`config.mk`:
```
export PLATFORM = sky130hd
export DESIGN_NAME = scl_bits_frame_counter
export DESIGN_NICKNAME = d
export VERILOG_FILES = /design/src/rtl/scl_bits_frame_counter_pkg.sv /design/src/rtl/scl_bits_frame_counter_scl_generation.sv /design/src/rtl/scl_bits_frame_counter.sv
export SDC_FILE = /design/constraint.sdc
export NUM_CORES = 1
export LEC_CHECK = 0
export CORE_UTILIZATION = 40
export CTS_BUF_LIST = sky130_fd_sc_hd__clkbuf_8
export DETAILED_ROUTE_END_ITERATION = 6
export GPL_ROUTABILITY_DRIVEN = 0
export PLACE_DENSITY_LB_ADDON = 0.3
export SYNTH_ARGS = -nofsm -noshare
export SYNTH_HDL_FRONTEND = slang
export SYNTH_SLANG_ARGS = --single-unit
```
`constraint.sdc`:
```
create_clock -name i_sys_clk -period 3 [get_ports i_sys_clk]
set_input_delay 0.6 -clock i_sys_clk [delete_from_list [all_inputs] [get_ports i_sys_clk]]
set_output_delay 0.6 -clock i_sys_clk [all_outputs]
set_load 0.005 [all_outputs]
```
`src/rtl/scl_bits_frame_counter_pkg.sv`:
```
// ---------------------------------------------------------------------------
// scl_bits_frame_counter_pkg
// Shared constants and helpers for the I3C SDR timing core.
//   - SCL mode encodings (push-pull / open-drain)
//   - command attribute encodings (regular / immediate)
//   - bits per SDR frame and the immediate-command byte cap
//   - frame_target(): number of frames a command will occupy
// ---------------------------------------------------------------------------
package scl_bits_frame_counter_pkg;

   localparam logic MODE_PP = 1'b1;
   localparam logic MODE_OD = 1'b0;

   typedef enum logic {
      CMD_REGULAR   = 1'b0,
      CMD_IMMEDIATE = 1'b1
   } cmd_attr_e;

   localparam int BITS_PER_FRAME = 9;
   localparam int MAX_IMM_BYTES  = 4;
   localparam int FRAME_W        = 17;
   localparam int PHASE_W        = 8;

   // Frames for one command: data bytes (capped for immediate commands),
   // plus one frame for the CCC code byte when the CCC is broadcast.
   // The result is one bit wider than DATA_LEN so 0xFFFF + 1 cannot wrap.
   function automatic logic [FRAME_W-1:0] frame_target(
      input logic        cmd_attr,
      input logic [15:0] data_len,
      input logic [2:0]  dtt,
      input logic        direct_broadcast_n
   );
      logic [FRAME_W-1:0] base;
      if (cmd_attr == CMD_IMMEDIATE) begin
         if (int'(dtt) > MAX_IMM_BYTES) begin
            base = FRAME_W'(MAX_IMM_BYTES);
         end else begin
            base = FRAME_W'(dtt);
         end
      end else begin
         base = FRAME_W'(data_len);
      end
      if (!direct_broadcast_n) begin
         base = base + FRAME_W'(1);
      end
      return base;
   endfunction

endpackage

```
`src/rtl/scl_bits_frame_counter_scl_generation.sv`:
```
// ---------------------------------------------------------------------------
// scl_generation
// Produces SCL from the system clock with a phase counter, plus registered
// one-cycle pulses that coincide with each SCL transition.
// Optional feature: define SCL_STALL_EN to let i_stall freeze SCL.
// Ports:
//   i_sys_clk, i_rst     clock, async active-high reset
//   i_pp_od              1 = push-pull timing, 0 = open-drain timing
//   i_stall              freeze SCL and suppress pulses (SCL_STALL_EN only)
//   i_idle               force SCL high, clear phase counter
//   i_cas                tCAS wait, same effect as idle
//   o_scl                SCL level (reset 1)
//   o_pos_edge           pulse in the cycle SCL rises
//   o_neg_edge           pulse in the cycle SCL falls
//   o_neg_edge_next      combinational: a falling edge is taken on this clock
// ---------------------------------------------------------------------------
module scl_generation
   import scl_bits_frame_counter_pkg::*;
#(
   parameter int PP_LOW  = 2,
   parameter int PP_HIGH = 2,
   parameter int OD_LOW  = 6,
   parameter int OD_HIGH = 2
) (
   input  logic i_sys_clk,
   input  logic i_rst,
   input  logic i_pp_od,
   input  logic i_stall,
   input  logic i_idle,
   input  logic i_cas,
   output logic o_scl,
   output logic o_pos_edge,
   output logic o_neg_edge,
   output logic o_neg_edge_next
);

   localparam logic [PHASE_W-1:0] PP_LOW_LAST  = PHASE_W'(PP_LOW - 1);
   localparam logic [PHASE_W-1:0] PP_HIGH_LAST = PHASE_W'(PP_HIGH - 1);
   localparam logic [PHASE_W-1:0] OD_LOW_LAST  = PHASE_W'(OD_LOW - 1);
   localparam logic [PHASE_W-1:0] OD_HIGH_LAST = PHASE_W'(OD_HIGH - 1);

   logic               scl_q, scl_d;
   logic               pos_q, pos_d;
   logic               neg_q, neg_d;
   logic               mode_q, mode_d;
   logic [PHASE_W-1:0] cnt_q, cnt_d;
   logic [PHASE_W-1:0] phase_last;
   logic               stall_act;

`ifdef SCL_STALL_EN
   assign stall_act = i_stall;
`else
   logic unused_stall;
   assign unused_stall = i_stall;
   assign stall_act    = 1'b0;
`endif

   // Length of the phase in progress. The mode is latched at each phase
   // boundary so a pp/od change never stretches or cuts a running phase.
   always_comb begin
      if (mode_q == MODE_PP) begin
         phase_last = scl_q ? PP_HIGH_LAST : PP_LOW_LAST;
      end else begin
         phase_last = scl_q ? OD_HIGH_LAST : OD_LOW_LAST;
      end
   end

   // Next-state logic. Idle beats CAS beats stall beats run. Leaving idle
   // or CAS starts from a cleared counter with SCL high, so the first
   // falling edge comes a full HIGH phase later.
   always_comb begin
      scl_d  = scl_q;
      cnt_d  = cnt_q;
      mode_d = mode_q;
      pos_d  = 1'b0;
      neg_d  = 1'b0;
      if (i_idle || i_cas) begin
         scl_d  = 1'b1;
         cnt_d  = '0;
         mode_d = i_pp_od;
      end else if (stall_act) begin
         scl_d = scl_q;
      end else if (cnt_q == phase_last) begin
         cnt_d  = '0;
         scl_d  = ~scl_q;
         mode_d = i_pp_od;
         neg_d  = scl_q;
         pos_d  = ~scl_q;
      end else begin
         cnt_d = cnt_q + PHASE_W'(1);
      end
   end

   // State register; pulses are registered alongside SCL so they line up
   // with the SCL transition they mark.
   always_ff @(posedge i_sys_clk or posedge i_rst) begin
      if (i_rst) begin
         scl_q  <= 1'b1;
         cnt_q  <= '0;
         mode_q <= MODE_PP;
         pos_q  <= 1'b0;
         neg_q  <= 1'b0;
      end else begin
         scl_q  <= scl_d;
         cnt_q  <= cnt_d;
         mode_q <= mode_d;
         pos_q  <= pos_d;
         neg_q  <= neg_d;
      end
   end

   assign o_scl           = scl_q;
   assign o_pos_edge      = pos_q;
   assign o_neg_edge      = neg_q;
   assign o_neg_edge_next = neg_d;

endmodule

```
`src/rtl/scl_bits_frame_counter.sv`:
```
// ---------------------------------------------------------------------------
// scl_bits_frame_counter
// Timing core of the I3C SDR controller: SCL generation, bit counting within
// 9-bit SDR frames, and frame counting against the command descriptor length
// with a last-frame flag for the controller FSM.
// Optional feature: define SCL_STALL_EN to honour i_scl_gen_stall.
// Ports:
//   i_sys_clk, i_rst           clock, async active-high reset
//   i_sdr_scl_gen_pp_od        1 = push-pull, 0 = open-drain
//   i_scl_gen_stall            freeze SCL (SCL_STALL_EN only)
//   i_sdr_ctrl_scl_idle        force SCL high
//   i_timer_cas                tCAS wait, SCL high
//   i_bitcnt_en                bit counter enable (low clears)
//   i_cccnt_err_rst            synchronous bit counter clear
//   i_fcnt_en                  frame counter enable (low clears)
//   i_regf_CMD_ATTR            0 = regular, 1 = immediate
//   i_regf_DATA_LEN            regular byte count
//   i_regf_DTT                 immediate byte count
//   i_direct_broadcast_n       1 = direct CCC, 0 = broadcast CCC
//   o_scl, o_scl_pos_edge, o_scl_neg_edge   SCL and edge pulses
//   o_cnt_bit_count            bit index 0..8
//   o_frcnt_toggle             pulse on frame completion
//   o_cccnt_last_frame         high during the last frame
// ---------------------------------------------------------------------------
module scl_bits_frame_counter
   import scl_bits_frame_counter_pkg::*;
#(
   parameter int PP_LOW   = 2,
   parameter int PP_HIGH  = 2,
   parameter int OD_LOW   = 6,
   parameter int OD_HIGH  = 2,
   parameter int BITS_PER_FRAME_P = BITS_PER_FRAME
) (
   input  logic        i_sys_clk,
   input  logic        i_rst,
   input  logic        i_sdr_scl_gen_pp_od,
   input  logic        i_scl_gen_stall,
   input  logic        i_sdr_ctrl_scl_idle,
   input  logic        i_timer_cas,
   input  logic        i_bitcnt_en,
   input  logic        i_cccnt_err_rst,
   input  logic        i_fcnt_en,
   input  logic        i_regf_CMD_ATTR,
   input  logic [15:0] i_regf_DATA_LEN,
   input  logic [2:0]  i_regf_DTT,
   input  logic        i_direct_broadcast_n,
   output logic        o_scl,
   output logic        o_scl_pos_edge,
   output logic        o_scl_neg_edge,
   output logic [5:0]  o_cnt_bit_count,
   output logic        o_frcnt_toggle,
   output logic        o_cccnt_last_frame
);

   localparam logic [5:0] BIT_LAST = 6'(BITS_PER_FRAME_P - 1);

   logic               neg_next;
   logic               toggle_next;
   logic [5:0]         bit_cnt_q;
   logic               toggle_q;
   logic [FRAME_W-1:0] target_q;
   logic [FRAME_W-1:0] frames_done_q;
   logic               last_q;

   scl_generation #(
      .PP_LOW  (PP_LOW),
      .PP_HIGH (PP_HIGH),
      .OD_LOW  (OD_LOW),
      .OD_HIGH (OD_HIGH)
   ) u_scl_generation (
      .i_sys_clk       (i_sys_clk),
      .i_rst           (i_rst),
      .i_pp_od         (i_sdr_scl_gen_pp_od),
      .i_stall         (i_scl_gen_stall),
      .i_idle          (i_sdr_ctrl_scl_idle),
      .i_cas           (i_timer_cas),
      .o_scl           (o_scl),
      .o_pos_edge      (o_scl_pos_edge),
      .o_neg_edge      (o_scl_neg_edge),
      .o_neg_edge_next (neg_next)
   );

   // Counters advance on the same clock edge that registers the neg-edge
   // pulse, so the count, wrap and toggle are visible together with it.
   assign toggle_next = i_bitcnt_en && !i_cccnt_err_rst && neg_next &&
                        (bit_cnt_q == BIT_LAST);

   // Bit counter: one step per SCL falling edge, wrapping after the T bit.
   always_ff @(posedge i_sys_clk or posedge i_rst) begin
      if (i_rst) begin
         bit_cnt_q <= '0;
         toggle_q  <= 1'b0;
      end else if (!i_bitcnt_en || i_cccnt_err_rst) begin
         bit_cnt_q <= '0;
         toggle_q  <= 1'b0;
      end else if (neg_next) begin
         if (bit_cnt_q == BIT_LAST) begin
            bit_cnt_q <= '0;
            toggle_q  <= 1'b1;
         end else begin
            bit_cnt_q <= bit_cnt_q + 6'd1;
            toggle_q  <= 1'b0;
         end
      end else begin
         toggle_q <= 1'b0;
      end
   end

   // Frame target is captured while the frame counter is off so that the
   // regfile fields may change under a running transfer without effect.
   always_ff @(posedge i_sys_clk or posedge i_rst) begin
      if (i_rst) begin
         target_q <= '0;
      end else if (!i_fcnt_en) begin
         target_q <= frame_target(i_regf_CMD_ATTR, i_regf_DATA_LEN,
                                  i_regf_DTT, i_direct_broadcast_n);
      end
   end

   // Completed-frame count, saturating at the target.
   always_ff @(posedge i_sys_clk or posedge i_rst) begin
      if (i_rst) begin
         frames_done_q <= '0;
      end else if (!i_fcnt_en) begin
         frames_done_q <= '0;
      end else if (toggle_next && (frames_done_q < target_q)) begin
         frames_done_q <= frames_done_q + FRAME_W'(1);
      end
   end

   // Last-frame flag, registered from frames_done. It is gated by the enable
   // at the output so it drops as soon as the frame counter is switched off.
   always_ff @(posedge i_sys_clk or posedge i_rst) begin
      if (i_rst) begin
         last_q <= 1'b0;
      end else begin
         last_q <= i_fcnt_en && (target_q != '0) &&
                   (frames_done_q >= (target_q - FRAME_W'(1)));
      end
   end

   assign o_cnt_bit_count    = bit_cnt_q;
   assign o_frcnt_toggle     = toggle_q;
   assign o_cccnt_last_frame = last_q & i_fcnt_en;

endmodule

```
== Word-level counts from Yosys, hierarchy flattened ==
Index checks and enable logic that the tools add are counted.
Widths: inputs -> output; s select.
Operators by class
  order comparisons: 3
  bitwise logic cells: 2
  equal/unequal tests: 3
  add/sub/neg operators: 5
  multiplexer cells: 24
  reductions and logical operators: 13
Operators by type and width (count)
  $mux 17: 5
  $add 17x1->17 const B: 2
  $mux 6: 3
  $ge 17x17->1: 1
  $lt 17x17->1: 1
  $reduce_bool 17->1: 1
  $sub 17x1->17 const B: 1
  $mux 8: 2
  $mux 1: 11
  $mux 3: 3
  $add 8x1->8 const B: 1
  $eq 8x8->1: 1
  $add 6x1->6 const B: 1
  $eq 6x4->1 const B: 1
  $logic_and 1x1->1: 6
  $reduce_bool 2->1: 2
  $gt 3x3->1 const B: 1
  $logic_not 1->1: 2
  $logic_or 1x1->1: 2
  $ne 2x1->1 const B: 1
  $and 1x1->1: 1
  $not 1->1: 1
Storage, ports and cells
  logic and storage cells: 60
  bits in registers: 54
  input port bits: 30

== Longest topological paths before layout ==
  word-level depth: 10
  mapped depth: 13
  gate-level depth less buffers: 13

== Modules after synthesis ==
Synthesis repeated with hierarchy kept, for this count alone.
Second synthesis, totals
  cell total of the unflattened synthesis: 462
  area, all modules: 3993.8 um2
By module, submodules not included
  scl_bits_frame_counter: area each 3330.7 um2, cells each 394, instances 1
  scl_generation: area each 663.1 um2, cells each 68, instances 1

== Least setup slack after synthesis ==
OpenSTA, ideal clock, no wires.
  path kind: flip-flop to flip-flop
  start: reg target_q[2]
  end: reg last_q
  data arrival time: 2687 ps
  setup time: 125 ps
  buffers on the path: 0
  path slack: 187 ps
  data required time: 2875 ps
  clock period less this slack: 2813 ps
  cell stages (with the launch flop): 13
  cell sequence: dfrtp_1 > nor4_1 > nand2_1 > nor3_1 > nand3_1 > xnor2_1 > ha_1 > nand4_1 > nor4_1 > a2111oi_0 > nor2_1 > nor4_1 > nor2_1
Between the ends
  word-level cells in the longest chain between the ends: 3
  elaborated cells between the ends (all ways): 5
  classes of those cells: add/sub: 1; order compare: 1; reduce/logical: 3
Ends and longest elaborated chain
  start, declared: RTL line scl_bits_frame_counter.sv:61  | logic [FRAME_W-1:0] target_q;
  start signal, assigned: RTL line scl_bits_frame_counter.sv:115  | target_q <= frame_target(i_regf_CMD_ATTR, i_regf_DATA_LEN,
  $sub 17x1->17 / $reduce_bool 17->1 (equally long branches): RTL line scl_bits_frame_counter.sv:138, scl_bits_frame_counter.sv:137
  $ge 17x17->1 / $logic_and 1x1->1 (equally long branches): RTL line scl_bits_frame_counter.sv:138, scl_bits_frame_counter.sv:137
  $logic_and 1x1->1 *: RTL line scl_bits_frame_counter.sv:137  | last_q <= i_fcnt_en && (target_q != '0) &&
  end signal, assigned: RTL line scl_bits_frame_counter.sv:137
  end, declared: RTL line scl_bits_frame_counter.sv:63  | logic last_q;
Mark *: on every way between the ends. The rest lies on a longest branch, timed or not.
A chain may end at the register's enable or synchronous reset.

== Final worst setup path ==
  start: reg target_q[7]
  end: reg last_q
Same word-level chain as after synthesis.

==> flow_metrics.tcl <==
set metrics [dict create \
    worstPathMaxFanout 5 \
    synthArstFlopShare_pct 100 \
    worstPathRequired_ns 3.21 \
    path_cells "nor4_4, nand2_1, nor3_2, buf_4, xnor2_1, ha_1, nand4_1, nor4_1, a2111oi_1, nor2_1, nor4_2, nor2_1" \
    startpoint_type "flop" \
    yosys_register_bits 54 \
    clk_pin_slew_ns 0.10 \
    power.density_nw_per_um2 346 \
    vias 3322 \
    yosysTopAreaCell "dfrtp_1" \
    ys_seq_area_share_pct 35.2 \
    ys.flop_type "dfrtp_1" \
    syn_avg_cell_area_sq_um 8.78 \
    crit_buf_inv 1 \
    crit_type "reg -> reg" \
    path_common_cell "nor2_1" \
    worstMarginPinSlew_ns 0.621 \
    fp.coreArea_sq_um 9280 \
    final.fill_count 913 \
    drt-met1-wl_mm 3.63 \
    die-area_sq_um 10000 \
    setup_slack_ns 0.159 \
    fmax_mhz 352 \
    maxCapViolCount 0 \
    ff2ff_path_depth 12 \
    cts_made_buffers 5 \
    remaining_drc_errors 0 \
    place_hpwl_mm 6.64 \
    yosysMostFrequentCell "dfrtp_1" \
    timing.setup.tns_ns 0 \
    cts_tree "yes" \
    peakVddDrop_mv 0.258 \
    finalHoldViolCount 0 \
    synth_nets 509 \
    grt_max_degree 30 \
    cpPeakStageDelay_ns 0.46 \
    synth_cell_types 47 \
    core.rowCount 35 \
    synthTopCellsByArea "dfrtp_1 (34%), ha_1 (13%), xnor2_1 (5.9%)" \
    gr-total-overflow 0 \
    track_usage_pct 17.6 \
    vias_per_cell 5.27 \
    status "finished clean" \
    start_util_pct 41.4 \
    drt-wirelength-per-cell_um 13.3 \
    regArea_sq_um 1360 \
    diodes 0 \
    grt_pass1_vias 3244 \
    leakage_nw 2.03 \
    clock_latency_ns 0.32 \
    first_iter_violations 146 \
    rrSetupSlack_ns 0.16 \
    end_kind "flop" \
    multi_input_area_sq_um 2370 \
    syn_area_sq_um 3840 \
    period_needed_ns 2.84 \
    min_path_cells 2 \
    wl_met2_mm 4.28 \
    grt_pass1_wl_mm 14.2 \
    drtPass1Iterations 4 \
    area_growth_pct 22.4 \
    wirelength_mm 8.37 \
    grt_antenna_before_repair 0 \
    yosys-top-cells-count "dfrtp_1 (52), ha_1 (41), nand2_1 (34), nor2_1 (34), nand3_1 (31)" \
    cts_root_buffer "clkbuf_8" \
    syn_inst 438 \
    hold_end "target_q[10]" \
    die_h_um 100 \
    top_level_ports 41 \
    clock_tree.buffer_depth 2 \
    crit_family "simple AND/OR/NAND/NOR gates" \
    ant_nets 0 \
    slew-limit-headroom_pct 58.5 \
    rr_endpoint "last_q" \
    synth-edff-count 0 \
    setup_violations 0 \
    period_share_pct 94.7 \
    arrival_ns 3.05 \
    yosys_warnings 0 \
    skew_ns 0.0142 \
    portBuffers 39 \
    hold_path.class "reg -> reg" \
    drv_slew 0 \
    yosysTopAreaCellShare_pct 33.9 \
    holdCritStartpoint "target_q[10]" \
    crit_slowest_cell "dfrtp_2" \
    top_layer_used "met4" \
    drive_gt1_share_pct 10.6 \
    cts_sinks 54 \
    cts_max_level 2 \
    pre_cts_ws_ns -0.142 \
    nets 571 \
    met3RoutedLength_um 365 \
    r2r_start "target_q[7]" \
    die_w_um 100 \
]
layer usage:
metal,vias up,GRT usage (%)
li1,1687,-
met1,1553,20.8
met2,70,33.2
met3,12,2.51
met4,0,4.79
met5,-,0
registers in the layout, indices dropped and copies added, names as in the netlist:
signal                       cells
o_cnt_bit_count                  6
u_scl_generation.cnt_q           8
u_scl_generation.mode_q          1
u_scl_generation.o_neg_edge      1
u_scl_generation.o_pos_edge      1
last_q                           1
target_q                        17
u_scl_generation.o_scl           1
o_frcnt_toggle                   1
frames_done_q                   17
per-stage QoR:
stage / std cells / utilization, % / hold slack [ns] / total power [mW] / cell area, sq um
global placement: 620 / 48.8 / 0.472 / 1.11 / 4530
finish: 630 / 50.7 / 0.505 / 1.63 / 4710
CTS: 628 / 50.2 / 0.505 / 1.63 / 4660
floorplan: 438 / - / 0.453 / 0.986 / 3840
detailed placement: 620 / 48.8 / 0.481 / 1.11 / 4530
global route: 630 / 50.7 / 0.534 / 1.72 / 4710
kinds of logic after synthesis:
kind of cell	count (synthesis)	share of synthesized area, %
adder cells (fa/ha/maj)	41	13.3
flip-flops	54	35.2
XOR/XNOR	41	9.34
AO/OA/AOI/OAI	82	12.2
multiplexers	3	0.814
buffers and inverters	41	4.20
AND/OR/NAND/NOR	176	24.9
where the power goes:
group          internal, mW  switching, mW  total, mW  leakage (nW)
combinational         0.168          0.176      0.344          1.24
clock                 0.253          0.259      0.512        0.0587
sequential            0.752         0.0215      0.773         0.728
what timing repair did:
action | CTS | global route
buffers inserted | 0 | 2
pin swaps | 0 | 4
endpoints found under the setup margin | 1 | 1
hold buffers | 0 | 0
gates resized for setup | 3 | 6
cells in the final DEF (no fill, tap or decap), drive strengths merged, types with 8 or more instances in the layout:
master         Yosys  final
a21oi             30     30
and3               8      8
buf                1     26
clkdlybuf4s50      0     39
dfrtp             52     52
ha                41     41
inv               30     31
nand2             34     34
nand3             32     32
nand4             10     10
nor2              34     34
nor3              11     11
nor4               8      8
o21ai             23     23
o22ai             11     11
or3                9      9
xnor2             26     26
xor2              15     15
final cells by class:
class                   instances  share of cell area, %
well taps                     129                   3.43
multi-input cells             343                   50.4
clock buffers                   5                   1.46
clock inverters                 3                   1.01
inverters                      31                   2.47
repair buffers                 65                   12.4
flip-flops and latches         54                   28.8
worst reg2reg max path, cell delays in order (launching register included):
cell and delay (ns):
dfrtp_2 0.46, nor4_4 0.29, nand2_1 0.14, nor3_2 0.20, buf_4 0.15, xnor2_1 0.12
ha_1 0.27, nand4_1 0.14, nor4_1 0.12, a2111oi_1 0.31, nor2_1 0.11, nor4_2 0.35
nor2_1 0.07
worst max path at each step:
stage,slack [ns],startpoint,endpoint,depth (start not counted)
detailed placement,-0.14,i_timer_cas,frames_done_q[16],8
finish,0.16,target_q[7],last_q,12
global placement,-0.08,i_timer_cas,frames_done_q[4],9
CTS,0.02,target_q[4],last_q,13
global route,-0.03,target_q[7],last_q,12
floorplan,0.19,target_q[2],last_q,12
Power figures use the tool's default switching activity.
